[config.mk]
export PLATFORM = sky130hd
export DESIGN_NAME = zeroheti_obi_rr_arbiter_flat
export DESIGN_NICKNAME = d
export VERILOG_FILES = /design/src/rtl/zeroheti_obi_rr_arbiter_if.sv /design/src/rtl/zeroheti_obi_rr_arbiter.sv /design/src/flat_wrapper.sv
export SDC_FILE = /design/constraint.sdc
export NUM_CORES = 1
export LEC_CHECK = 0
export CAP_MARGIN = 10
export CORE_AREA = 2 2 140 142
export DETAILED_ROUTE_END_ITERATION = 16
export DIE_AREA = 0 0 142 144
export PLACE_DENSITY_LB_ADDON = 0.25
export SYNTH_ARGS = -nofsm -noshare
export SYNTH_HDL_FRONTEND = slang
export SYNTH_SLANG_ARGS = --single-unit
[constraint.sdc]
create_clock -name clk_i -period 2.5 [get_ports clk_i]
set_input_delay 0.5 -clock clk_i [delete_from_list [all_inputs] [get_ports clk_i]]
set_output_delay 0.5 -clock clk_i [all_outputs]
set_load 0.02 [all_outputs]
[src/rtl/zeroheti_obi_rr_arbiter_if.sv]
// OBI bundle with NumPorts request lanes and one shared response lane.
// The arbiter uses the slave modport toward its managers and the master modport toward the subordinate.
interface zeroheti_obi_rr_arbiter_if #(
    parameter int NumPorts  = 1,
    parameter int AddrWidth = 32,
    parameter int DataWidth = 32
);
    logic [NumPorts-1:0]             req;
    logic [NumPorts-1:0]             gnt;
    logic [NumPorts*AddrWidth-1:0]   addr;
    logic [NumPorts-1:0]             we;
    logic [NumPorts*DataWidth/8-1:0] be;
    logic [NumPorts*DataWidth-1:0]   wdata;
    logic [NumPorts-1:0]             rvalid;
    logic [DataWidth-1:0]            rdata;
    logic                            err;

    modport master (output req, addr, we, be, wdata, input gnt, rvalid, rdata, err);
    modport slave  (input req, addr, we, be, wdata, output gnt, rvalid, rdata, err);
endinterface

[src/rtl/zeroheti_obi_rr_arbiter.sv]
// Round-robin OBI arbiter sharing one subordinate port between NumReq managers, with an in-order ID FIFO for responses.
// Optional ZEROHETI_ARB_DBG_PRIO_EN gives requester 0 (debug SBA) absolute priority whenever no lock is held.
module zeroheti_obi_rr_arbiter #(
    parameter int NumReq         = 3,
    parameter int AddrWidth      = 32,
    parameter int DataWidth      = 32,
    parameter int MaxOutstanding = 2
) (
    input  logic                      clk_i,
    input  logic                      rst_i,
    zeroheti_obi_rr_arbiter_if.slave  mgr,
    zeroheti_obi_rr_arbiter_if.master sbr,
    output logic                      busy_o,
    output logic                      protocol_err_o
);
    localparam int BeWidth = DataWidth / 8;
    localparam int IdxW    = (NumReq > 1) ? $clog2(NumReq) : 1;
    localparam int PtrW    = (MaxOutstanding > 1) ? $clog2(MaxOutstanding) : 1;
    localparam int CntW    = $clog2(MaxOutstanding + 1);

    localparam logic [IdxW-1:0] LastIdx = IdxW'(NumReq - 1);
    localparam logic [PtrW-1:0] LastPtr = PtrW'(MaxOutstanding - 1);
    localparam logic [CntW-1:0] MaxCnt  = CntW'(MaxOutstanding);

    localparam logic [0:0] StUnlocked = 1'b0;
    localparam logic [0:0] StLocked   = 1'b1;

`ifdef ZEROHETI_ARB_DBG_PRIO_EN
    localparam bit DbgPrio = 1'b1;
`else
    localparam bit DbgPrio = 1'b0;
`endif

    logic [0:0]      state_q, state_d;
    logic [IdxW-1:0] lockIdx_q, lockIdx_d;
    logic [IdxW-1:0] rrPtr_q, rrPtr_d;
    logic [PtrW-1:0] head_q, head_d;
    logic [PtrW-1:0] tail_q, tail_d;
    logic [CntW-1:0] count_q, count_d;
    logic [IdxW-1:0] fifoMem_q [MaxOutstanding];

    logic [IdxW-1:0] rrPick, cand, winner, headId;
    logic            anyReq, fifoFull, fifoEmpty, handshake, pop;

    // Cyclic search for the first active request at or after the round-robin pointer.
    always_comb begin
        rrPick = '0;
        cand   = '0;
        anyReq = 1'b0;
        for (int k = 0; k < NumReq; k++) begin
            cand = (int'(rrPtr_q) + k >= NumReq) ? IdxW'(int'(rrPtr_q) + k - NumReq)
                                                 : IdxW'(int'(rrPtr_q) + k);
            if (!anyReq && mgr.req[cand]) begin
                anyReq = 1'b1;
                rrPick = cand;
            end
        end
    end

    always_comb begin
        winner = rrPick;
        if (state_q == StLocked) begin
            winner = lockIdx_q;
        end else if (DbgPrio && mgr.req[0]) begin
            winner = '0;
        end
    end

    assign fifoFull  = (count_q == MaxCnt);
    assign fifoEmpty = (count_q == '0);
    assign sbr.req   = (state_q == StLocked) | (!fifoFull & anyReq);
    assign handshake = sbr.req[0] & sbr.gnt[0];
    assign pop       = sbr.rvalid[0] & !fifoEmpty;
    assign headId    = fifoMem_q[head_q];

    always_comb begin
        mgr.gnt = '0;
        if (handshake) begin
            mgr.gnt[winner] = 1'b1;
        end
    end

    always_comb begin
        sbr.addr  = '0;
        sbr.we    = '0;
        sbr.be    = '0;
        sbr.wdata = '0;
        for (int i = 0; i < NumReq; i++) begin
            if (winner == IdxW'(i)) begin
                sbr.addr  = mgr.addr[i*AddrWidth +: AddrWidth];
                sbr.we[0] = mgr.we[i];
                sbr.be    = mgr.be[i*BeWidth +: BeWidth];
                sbr.wdata = mgr.wdata[i*DataWidth +: DataWidth];
            end
        end
    end

    // Responses are routed combinationally to the oldest outstanding manager; orphans are dropped.
    always_comb begin
        mgr.rvalid = '0;
        if (pop) begin
            mgr.rvalid[headId] = 1'b1;
        end
    end

    assign mgr.rdata      = pop ? sbr.rdata : '0;
    assign mgr.err        = pop & sbr.err;
    assign protocol_err_o = sbr.rvalid[0] & fifoEmpty;
    assign busy_o         = !fifoEmpty | (state_q == StLocked);

    always_comb begin
        state_d   = state_q;
        lockIdx_d = lockIdx_q;
        rrPtr_d   = rrPtr_q;
        if (handshake) begin
            state_d = StUnlocked;
            if (!(DbgPrio && winner == '0)) begin
                rrPtr_d = (winner == LastIdx) ? '0 : winner + 1'b1;
            end
        end else if (sbr.req[0]) begin
            state_d   = StLocked;
            lockIdx_d = winner;
        end
    end

    always_comb begin
        head_d  = head_q;
        tail_d  = tail_q;
        count_d = count_q;
        if (handshake) begin
            tail_d = (tail_q == LastPtr) ? '0 : tail_q + 1'b1;
        end
        if (pop) begin
            head_d = (head_q == LastPtr) ? '0 : head_q + 1'b1;
        end
        case ({handshake, pop})
            2'b10:   count_d = count_q + 1'b1;
            2'b01:   count_d = count_q - 1'b1;
            default: count_d = count_q;
        endcase
    end

    always_ff @(posedge clk_i) begin
        if (rst_i) begin
            state_q   <= StUnlocked;
            lockIdx_q <= '0;
            rrPtr_q   <= '0;
            head_q    <= '0;
            tail_q    <= '0;
            count_q   <= '0;
        end else begin
            state_q   <= state_d;
            lockIdx_q <= lockIdx_d;
            rrPtr_q   <= rrPtr_d;
            head_q    <= head_d;
            tail_q    <= tail_d;
            count_q   <= count_d;
        end
    end

    always_ff @(posedge clk_i) begin
        if (handshake) begin
            fifoMem_q[tail_q] <= winner;
        end
    end

    // A lock is only taken while a slot is free and no push happens until it clears.
    lockHasRoom: assert property (@(posedge clk_i) disable iff (rst_i)
        (state_q == StLocked) |-> !fifoFull);
endmodule

[src/flat_wrapper.sv]
// flat-port wrapper written by rule: the top's interface ports become plain ports
module zeroheti_obi_rr_arbiter_flat 
#(
    parameter int NumReq         = 3,
    parameter int AddrWidth      = 32,
    parameter int DataWidth      = 32,
    parameter int MaxOutstanding = 2
)
  (clk_i, rst_i, busy_o, protocol_err_o, mgr_req, mgr_addr, mgr_we, mgr_be, mgr_wdata, mgr_gnt, mgr_rvalid, mgr_rdata, mgr_err, sbr_req, sbr_addr, sbr_we, sbr_be, sbr_wdata, sbr_gnt, sbr_rvalid, sbr_rdata, sbr_err);
  zeroheti_obi_rr_arbiter_if #(.NumPorts(NumReq), .AddrWidth(AddrWidth), .DataWidth(DataWidth)) mgr_i ();
  zeroheti_obi_rr_arbiter_if #(.NumPorts(1), .AddrWidth(AddrWidth), .DataWidth(DataWidth)) sbr_i ();
  input  logic clk_i;
  input  logic rst_i;
  output logic busy_o;
  output logic protocol_err_o;
  input wire logic [$bits(mgr_i.req)-1:0] mgr_req;
  input wire logic [$bits(mgr_i.addr)-1:0] mgr_addr;
  input wire logic [$bits(mgr_i.we)-1:0] mgr_we;
  input wire logic [$bits(mgr_i.be)-1:0] mgr_be;
  input wire logic [$bits(mgr_i.wdata)-1:0] mgr_wdata;
  output wire logic [$bits(mgr_i.gnt)-1:0] mgr_gnt;
  output wire logic [$bits(mgr_i.rvalid)-1:0] mgr_rvalid;
  output wire logic [$bits(mgr_i.rdata)-1:0] mgr_rdata;
  output wire logic [$bits(mgr_i.err)-1:0] mgr_err;
  output wire logic [$bits(sbr_i.req)-1:0] sbr_req;
  output wire logic [$bits(sbr_i.addr)-1:0] sbr_addr;
  output wire logic [$bits(sbr_i.we)-1:0] sbr_we;
  output wire logic [$bits(sbr_i.be)-1:0] sbr_be;
  output wire logic [$bits(sbr_i.wdata)-1:0] sbr_wdata;
  input wire logic [$bits(sbr_i.gnt)-1:0] sbr_gnt;
  input wire logic [$bits(sbr_i.rvalid)-1:0] sbr_rvalid;
  input wire logic [$bits(sbr_i.rdata)-1:0] sbr_rdata;
  input wire logic [$bits(sbr_i.err)-1:0] sbr_err;
  assign mgr_i.req = mgr_req;
  assign mgr_i.addr = mgr_addr;
  assign mgr_i.we = mgr_we;
  assign mgr_i.be = mgr_be;
  assign mgr_i.wdata = mgr_wdata;
  assign mgr_gnt = mgr_i.gnt;
  assign mgr_rvalid = mgr_i.rvalid;
  assign mgr_rdata = mgr_i.rdata;
  assign mgr_err = mgr_i.err;
  assign sbr_req = sbr_i.req;
  assign sbr_addr = sbr_i.addr;
  assign sbr_we = sbr_i.we;
  assign sbr_be = sbr_i.be;
  assign sbr_wdata = sbr_i.wdata;
  assign sbr_i.gnt = sbr_gnt;
  assign sbr_i.rvalid = sbr_rvalid;
  assign sbr_i.rdata = sbr_rdata;
  assign sbr_i.err = sbr_err;
  zeroheti_obi_rr_arbiter #(.NumReq(NumReq), .AddrWidth(AddrWidth), .DataWidth(DataWidth), .MaxOutstanding(MaxOutstanding)) u_core (.clk_i(clk_i), .rst_i(rst_i), .mgr(mgr_i), .sbr(sbr_i), .busy_o(busy_o), .protocol_err_o(protocol_err_o));
endmodule
# == After elaboration in Yosys (flattened, before gate mapping) ==
# Memories as Yosys holds them, arrays and structs flattened. A register that Yosys moved wholly into a read port is not among the register bits.
# Index checks and enable logic that the tools add are counted.
# op_classes
eq_ne,5
n_bitwise,8
n_lt_le_gt_ge,10
n_mux,43
reduce_logical,13
addsub,10
# op_table
operator,n
32-bit two-way mux,7
1-bit two-way mux,17
2-bit two-way mux,8
"2-bit by 3-bit less-than comparator with 1-bit output, second input constant",5
4-bit two-way mux,3
1-bit binary-select mux with 2-bit select,3
"2-bit == test, second input constant",3
"3-bit by 2-bit greater-or-equal comparator with 1-bit output, second input constant",2
3-bit two-way mux,2
"2-bit by 1-bit subtractor with 2-bit output, second input constant",3
1-bit AND,5
"2-bit by 1-bit adder with 2-bit output, second input constant",2
1-bit demux with 2-bit select,2
"2-bit by 1-bit == test with 1-bit output, second input constant",2
"2-bit by 1-bit greater-or-equal comparator with 1-bit output, second input constant",2
1-bit logical AND,4
1-bit logical NOT,4
2-bit logical NOT,2
2-bit one-hot mux with 2 select lines,1
"2-bit by 1-bit adder with 3-bit output, second input constant",1
"2-bit by 2-bit adder with 3-bit output, second input constant",1
"1-bit adder, second input constant",2
"2-bit greater-or-equal comparator, second input constant",1
1-bit OR,2
other kinds (5),5
# word_totals
memories,1
mem_bits_rw,4
inputBits,247
regBits,9
output_inout_bits,111
elab_cells,96
# mem_list
memory,words,word_bits,rd,rd_ports_with_merged_regs,wr,line_no,rtl
u_core.fifoMem_q,2,2,1,1,1,zeroheti_obi_rr_arbiter.sv:40,logic [IdxW-1:0] fifoMem_q [MaxOutstanding];

# == Logic depth before layout (Yosys ltp) ==
# Gate-level depths: netlist of the first run.
# depth
depth_word,17
depth_mapped,11
depth_no_buf,10

# == Worst setup path after synthesis of the first run ==
# Ideal clock, no wire load.
# synth_path
path_type,register to output
from,reg u_core.rrPtr_q[0]
to,out mgr_gnt[2]
path_slack_ns,-0.521
path_stages_with_launch,9
arrival_time_ns,2.521
required_time_ns,2.000
n_path_buf,0
cell_sequence,dfxtp_1 -> inv_1 -> ha_1 -> and4bb_1 -> a31oi_1 -> o221a_1 -> a221oi_2 -> inv_2 -> nor4_1
# synth_between
elab_chain_len,17
word_cells_on_any_way,37
cone_classes,add/sub: 5; order compare: 5; mux: 19; bitwise: 3; reduce/logical: 5
# synth_lines
item,line_no,rtl
start: declaration,zeroheti_obi_rr_arbiter.sv:36,"logic [IdxW-1:0] rrPtr_q, rrPtr_d;"
start signal: assignment,zeroheti_obi_rr_arbiter.sv:154,rrPtr_q <= rrPtr_d;
branches (longest 16 deep; another with 2-bit by 1-bit adder with 3-bit output),--,
3-bit two-way mux *,zeroheti_obi_rr_arbiter.sv:78,if (handshake) begin
end: declaration,flat_wrapper.sv:21,output wire logic [$bits(mgr_i.gnt)-1:0] mgr_gnt;
# Mark *: on every way between the ends. The select of a mux whose other input is x is not followed.

# == Final worst setup path of the first run ==
# layout_path
from,reg u_core.rrPtr_q[0]
to,out sbr_addr[15]
# layout_between
elab_chain_len,16
word_cells_on_any_way,33
cone_classes,add/sub: 5; order compare: 3; eq/ne: 2; mux: 18; reduce/logical: 5
# layout_lines
item,line_no,rtl
branches (longest 10 deep; another with 2-bit by 1-bit adder with 3-bit output),--,
2-bit two-way mux *,zeroheti_obi_rr_arbiter.sv:53,if (!anyReq && mgr.req[cand]) begin
2-bit two-way mux *,zeroheti_obi_rr_arbiter.sv:62,if (state_q == StLocked) begin
2-bit logical NOT,zeroheti_obi_rr_arbiter.sv:89,if (winner == IdxW'(i)) begin
32-bit two-way mux (2 in series),zeroheti_obi_rr_arbiter.sv:89,
32-bit two-way mux *,zeroheti_obi_rr_arbiter.sv:89,
end: declaration,flat_wrapper.sv:26,output wire logic [$bits(sbr_i.addr)-1:0] sbr_addr;
# Marks and branches as above.

==> results.json, run 1 <==
{
  "diodes": 0,
  "slew_violations": 0,
  "ys_seq_area_share_pct": 11.6,
  "cts_hold_buf": 0,
  "violations": "setup timing",
  "finalNonFillerCells": 1059,
  "clk_latency_ns": 0.24,
  "setup_viol": 74,
  "die_h_um": 144,
  "synthDistinctLibCells": 44,
  "root_buffer": "clkbuf_16",
  "yosys_warnings": 0,
  "final_util_pct": 49.1,
  "grt_max_degree": 27,
  "finalCritPeriodShare_pct": 124,
  "endpoint_kind": "output port",
  "die_w_um": 142,
  "gp_congestion": 0.831,
  "wl_per_cell_um": 17.2,
  "hpwl_um": 14300,
  "avgSynthCellArea_um2": 7.37,
  "status": "complete, but fails checks",
  "grtUsageTotal_pct": 15.8,
  "max_slew_margin_pct": 67.0,
  "yosysTopAreaCell": "mux2i_1",
  "grt_overflow": 0,
  "nets": 1074,
  "dr_total_vias": 4595,
  "worstPathRequired_ns": 2.00,
  "cts_sinks": 14,
  "cp_data_arrival_time_ns": 2.61,
  "drive_gt1_share_pct": 41.5,
  "drc": 0,
  "die_area_um2": 20400,
  "vdd_drop_max_uv": 665,
  "crit_path_max_fanout": 6,
  "initialDrtViolationCount": 154,
  "grt_pass1_wl_um": 25400,
  "mappedNetlistArea_um2": 2770,
  "place_inst": 1005,
  "ios": 358,
  "finalWorstPathRequiredPeriod_ns": 3.11,
  "finalSetupTns_ns": -38.00,
  "power.density_nw_per_um2": 1470,
  "postRouteAntennaNets": 0,
  "whs_ns": 0.516,
  "worstRegToRegCells": 11,
  "clk_path_buf_depth": 2,
  "htreeDepth": 1,
  "ys_async_sr_fraction_pct": 0,
  "syn_inst": 376,
  "maxCapViolations": 0,
  "synth.top_cell.area_share_pct": 25.3,
  "portBuffers": 357,
  "syn2layout_area_growth_pct": 238,
  "tightest_slew_ns": 0.494,
  "first_pass_iters": 4,
  "swShare_pct": 43.9,
  "rsz0062_at_grt": "true",
  "critPathKind": "reg -> out",
  "holdCritPathClass": "reg -> reg",
  "p_sw_mw": 6.03,
  "hold_depth": 2,
  "rows": 51,
  "pwr-share-comb_pct": 94.5,
  "tritoncts": "built",
  "synth_fp_nets": 628,
  "hold_violations": 0,
  "antenna_found_initial": 0,
  "finClkSkew_ns": 0.00448,
  "numCtsBuffers": 3,
  "synth.area.top_cells": "mux2i_1 (25%), o22ai_1 (16%), inv_1 (11%)",
  "p_int_mw": 7.71,
  "pwr-share-clk_pct": 2.4,
  "synth_top_flop_cell": "dfxtp_1",
  "synth_edf_count": 4,
  "first_global_vias": 4800,
  "start_util_pct": 14.5,
  "startpoint_type": "flip-flop",
  "setup_slack_ns": -0.610,
  "fmax_ghz": 0.322,
  "core_um2": 19100,
  "via_per_inst": 4.34,
  "wl_um": 18200,
  "power_frac_seq_pct": 3.1,
  "p_leak_nw": 3.92,
  "synth_seq_cells": 14,
  "clk_pin_slew_ns": 0.05
}
==> placed cells by master (no fill, tap or decap), types with 4 or more instances in the layout <==
cell type        Yosys  routed
buf_8                0       8
buf_12               0      24
nand2b_1             5       5
dfxtp_1             10       8
nor2_1              13      13
buf_6               14      93
and2_1              33      33
ha_4                 0       5
edfxtp_1             4       4
mux2i_1             70      12
inv_1               80      78
clkbuf_16            0       5
clkdlybuf4s50_1      0     245
o22ai_4              0      39
a21oi_1              5       4
mux2i_2              0      19
clkdlybuf4s15_1      0      11
dlygate4sd2_1        0      25
o22ai_2              0      30
mux2i_4              0      39
buf_4                1      53
==> through the flow <==
stage | cell area, µm² | setup slack (ns) | total power, mW
finish | 9370 | -0.610 | 13.7
CTS | 8280 | -0.678 | 11.4
detailed placement | 7670 | -1.24 | 9.87
floorplan | 3420 | -0.119 | 5.90
global placement | 7670 | -1.19 | 9.76
global route | 9370 | -0.724 | 14.4
==> cell usage after synthesis, types with 4 or more instances <==
library cell	n
nand2_1	5
inv_1	80
o21ai_0	4
a21oi_1	5
nor2_1	13
nand2b_1	5
buf_6	14
o22ai_1	70
and2_1	33
dfxtp_1	10
buf_1	5
edfxtp_1	4
ha_1	5
mux2i_1	70
clkbuf_1	5
==> final cells by class <==
cell class | instances | area [µm²]
Tap cell | 238 | 298
Inverter | 81 | 309
Clock buffer | 4 | 88.8
Fill cell | 1754 | 9710
Sequential cell | 14 | 328
Multi-Input combinational cell | 253 | 3360
Timing Repair Buffer | 469 | 4980
==> flip-flops by register name, summed over array words and instances, names as in the netlist, named ones only <==
signal / flops
u_core.count_q: 2
u_core.head_q: 1
u_core.tail_q: 1
u_core.rrPtr_q: 2
u_core.lockIdx_q: 2
u_core.fifoMem_q: 4
u_core.state_q: 1
==> metal layers <==
layer	global-route usage, %	wire length (µm)
met1	16.2	6200
met2	32.6	10400
met3	3.64	1340
met4	2.74	268
met5	0	0
==> critical path: stages, from the launching register on <==
cell      delay (ns)
dfxtp_4         0.37
inv_4           0.05
ha_4            0.23
and4bb_1        0.26
a31oi_1         0.05
o221a_2         0.34
a221oi_4        0.30
buf_6           0.17
buf_8           0.14
buf_16          0.15
buf_12          0.11
o22ai_4         0.06
buf_6           0.14
==> final timing paths <==
path	startpoint	endpoint	slack, ns
worst max-delay path	u_core.rrPtr_q[0]	sbr_addr[15]	-0.61
worst min-delay path	u_core.head_q	flip-flop	0.52
worst max register to register	u_core.rrPtr_q[0]	u_core.count_q[1]	-0.11
worst min register to register	u_core.head_q	flip-flop	0.52
==> power by group through the flow <==
stage          registers [mW]  clock network, mW  logic, mW
2_1_floorplan           0.397                  0       5.50
3_3_place_gp            0.408                  0       9.35
3_5_place_dp            0.415                  0       9.46
4_1_cts                 0.426              0.332       10.6
5_1_grt                 0.443              0.348       13.6
6_report                0.429              0.325       13.0
==> logic make-up after synthesis <==
group | after synthesis | share of synthesized area (%)
AOI/OAI and AO/OA | 102 | 25.9
xor gates and xnor gates | 3 | 0.948
adders and majority gates | 5 | 2.26
buffers and inverters | 109 | 18.8
DFF | 14 | 11.6
muxes | 71 | 25.7
and+or+nand+nor | 72 | 14.8
==> repair_timing <==
item / in CTS / in global routing
pin swaps: 8 / 22
endpoints found under the setup margin: 109 / 90
cloned: 4 / 2
gates resized for setup: 468 / 209
buffers inserted: 21 / 29
Note: power is estimated with default switching activity, not from simulation.
==> inputs of run 2 (changes only) <==
SETUP_SLACK_MARGIN = 0.02   (was unset)
==> results.json, run 2 (synthesized netlist as in run 1, its figures left out) <==
{
  "setup_slack_ns": -0.666,
  "finalWorstPathRequiredPeriod_ns": 3.17,
  "clk_latency_ns": 0.24,
  "die_h_um": 144,
  "slew_violations": 0,
  "regArea_um2": 328,
  "core_um2": 19100,
  "antenna_found_initial": 0,
  "crit_chain": "inv_4, ha_4, and4bb_1, a31oi_2, o221a_1, buf_4, a221oi_4, inv_4, buf_12, buf_16, nor3_4, buf_6",
  "wl_um": 18400,
  "critPathMaxStageDelay_ns": 0.35,
  "hpwl_um": 13600,
  "diodes": 0,
  "p_leak_nw": 3.93,
  "numCtsBuffers": 3,
  "finalCritPeriodShare_pct": 127,
  "final_common_cell": "clkdlybuf4s50_1",
  "critPathKind": "reg -> out",
  "first_pass_iters": 4,
  "die_w_um": 142,
  "worst_path_most_repeated_cell": "inv_4",
  "cp_top_family": "buffers and inverters",
  "power.density_nw_per_um2": 1490,
  "place_inst": 998,
  "max_slew_margin_pct": 65.4,
  "maxCapViolations": 0,
  "preCtsSetupSlack_ns": -1.28,
  "tightest_slew_ns": 0.518,
  "drive_gt1_share_pct": 42.1,
  "crit_slowest_cell": "dfxtp_4",
  "multi_input_area_um2": 3330,
  "placed_area_um2": 7620,
  "regMostFlops": "u_core.fifoMem_q",
  "power.total_mw": 14.0,
  "finClkSkew_ns": 0.00271,
  "holdCritPathClass": "reg -> reg",
  "htreeDepth": 1,
  "clk_pin_slew_ns": 0.05,
  "ios": 358,
  "fmax_ghz": 0.316,
  "largest_reg_flops": 4,
  "setup_viol": 75,
  "grt_max_degree": 34,
  "final_cell_mix": "clkdlybuf4s50_1 (245), buf_6 (89), inv_1 (78)",
  "first_global_vias": 4749,
  "clk_path_buf_depth": 2,
  "cp.depth": 12,
  "hold_depth": 2,
  "portBuffers": 357,
  "start_util_pct": 14.5,
  "status": "complete, but fails checks",
  "final_area_um2": 9400,
  "fillers": 1723,
  "startpoint_type": "flip-flop",
  "root_buffer": "clkbuf_16",
  "endpoint_kind": "output port",
  "via_per_inst": 4.33,
  "hold_violations": 0,
  "finalNonFillerCells": 1064,
  "cp_data_arrival_time_ns": 2.67,
  "worstPathRequired_ns": 2.00,
  "worstRegToRegCells": 13,
  "die_area_um2": 20400,
  "rows": 51,
  "gp_congestion": 0.902,
  "syn2layout_area_growth_pct": 239,
  "wl_per_cell_um": 17.3,
  "drc": 0,
  "crit_path_max_fanout": 6,
  "postRouteAntennaNets": 0,
  "cts_sinks": 14,
  "vdd_drop_max_uv": 717,
  "cts_hold_buf": 0,
  "rsz0062_at_grt": "true",
  "tritoncts": "built",
  "nets": 1079,
  "grt_overflow": 0,
  "violations": "setup timing",
  "path_buf_inv": 6,
  "initialDrtViolationCount": 121,
  "dr_total_vias": 4608,
  "grtUsageTotal_pct": 16.0,
  "grt_pass1_wl_um": 25700
}
## run 2: cell count changes in the layout (fill, tap and decap cells not counted), sizes merged
cell           before  now
clkbuf              6   13
clkdlybuf4s15      11    7
dlymetal6s2s        3    0
buf               183  185
dlygate4sd2        25   27
clkinv              0    1
## run 2: per-stage QoR
step	utilization, %	setup TNS (ns)	hold slack [ns]
floorplan	-	-6.83	0.481
detailed placement	39.9	-96.17	0.502
finish	49.3	-43.23	0.513
CTS	43.7	-45.96	0.522
global route	49.3	-50.26	0.549
global placement	39.9	-93.41	0.502
## run 2: layout make-up
type | count | share of cell area (%)
clock inverter | 1 | 0.0399
inverter | 81 | 3.29
timing repair buffer | 474 | 53.8
tap | 238 | 3.17
clock buffer | 3 | 0.798
multi-input combinational | 253 | 35.4
sequential | 14 | 3.49
## run 2: worst paths after layout
kind / startpoint / end / slack (ns)
hold reg to reg: u_core.head_q / u_core.head_q / 0.51
hold / removal: u_core.head_q / u_core.head_q / 0.51
setup reg to reg: u_core.rrPtr_q[0] / u_core.count_q[1] / -0.28
setup / recovery: u_core.rrPtr_q[0] / mgr_gnt[0] / -0.67
## run 2: layer usage
layer  vias up  part of all wire, %  GRT usage, %
li1       2227                    -             -
met1      2146                   37          17.3
met2       217                   55          32.6
met3        18                  6.8          2.88
met4         0                  1.5          2.84
met5         -                    0             0
## run 2: worst min-delay path: cells and delay by family (launching register included)
family           cells  cell delay (ns)
XOR/XNOR             1             0.09
AND/OR/NAND/NOR      1             0.07
flip-flops           1             0.32
## run 2: timing repair
action,CTS,global route
pin swaps,8,32
setup endpoints to repair,117,90
buffers inserted,20,34
gates cloned,9,4
resized for setup,438,226
## run 2: report_power, final
| group | internal [mW] | total (mW) | leakage, nW | switching (mW) |
|---|---|---|---|---|
| sequential | 0.342 | 0.424 | 0.122 | 0.0814 |
| combinational | 7.27 | 13.3 | 3.77 | 5.99 |
| clock | 0.212 | 0.308 | 0.0385 | 0.0958 |
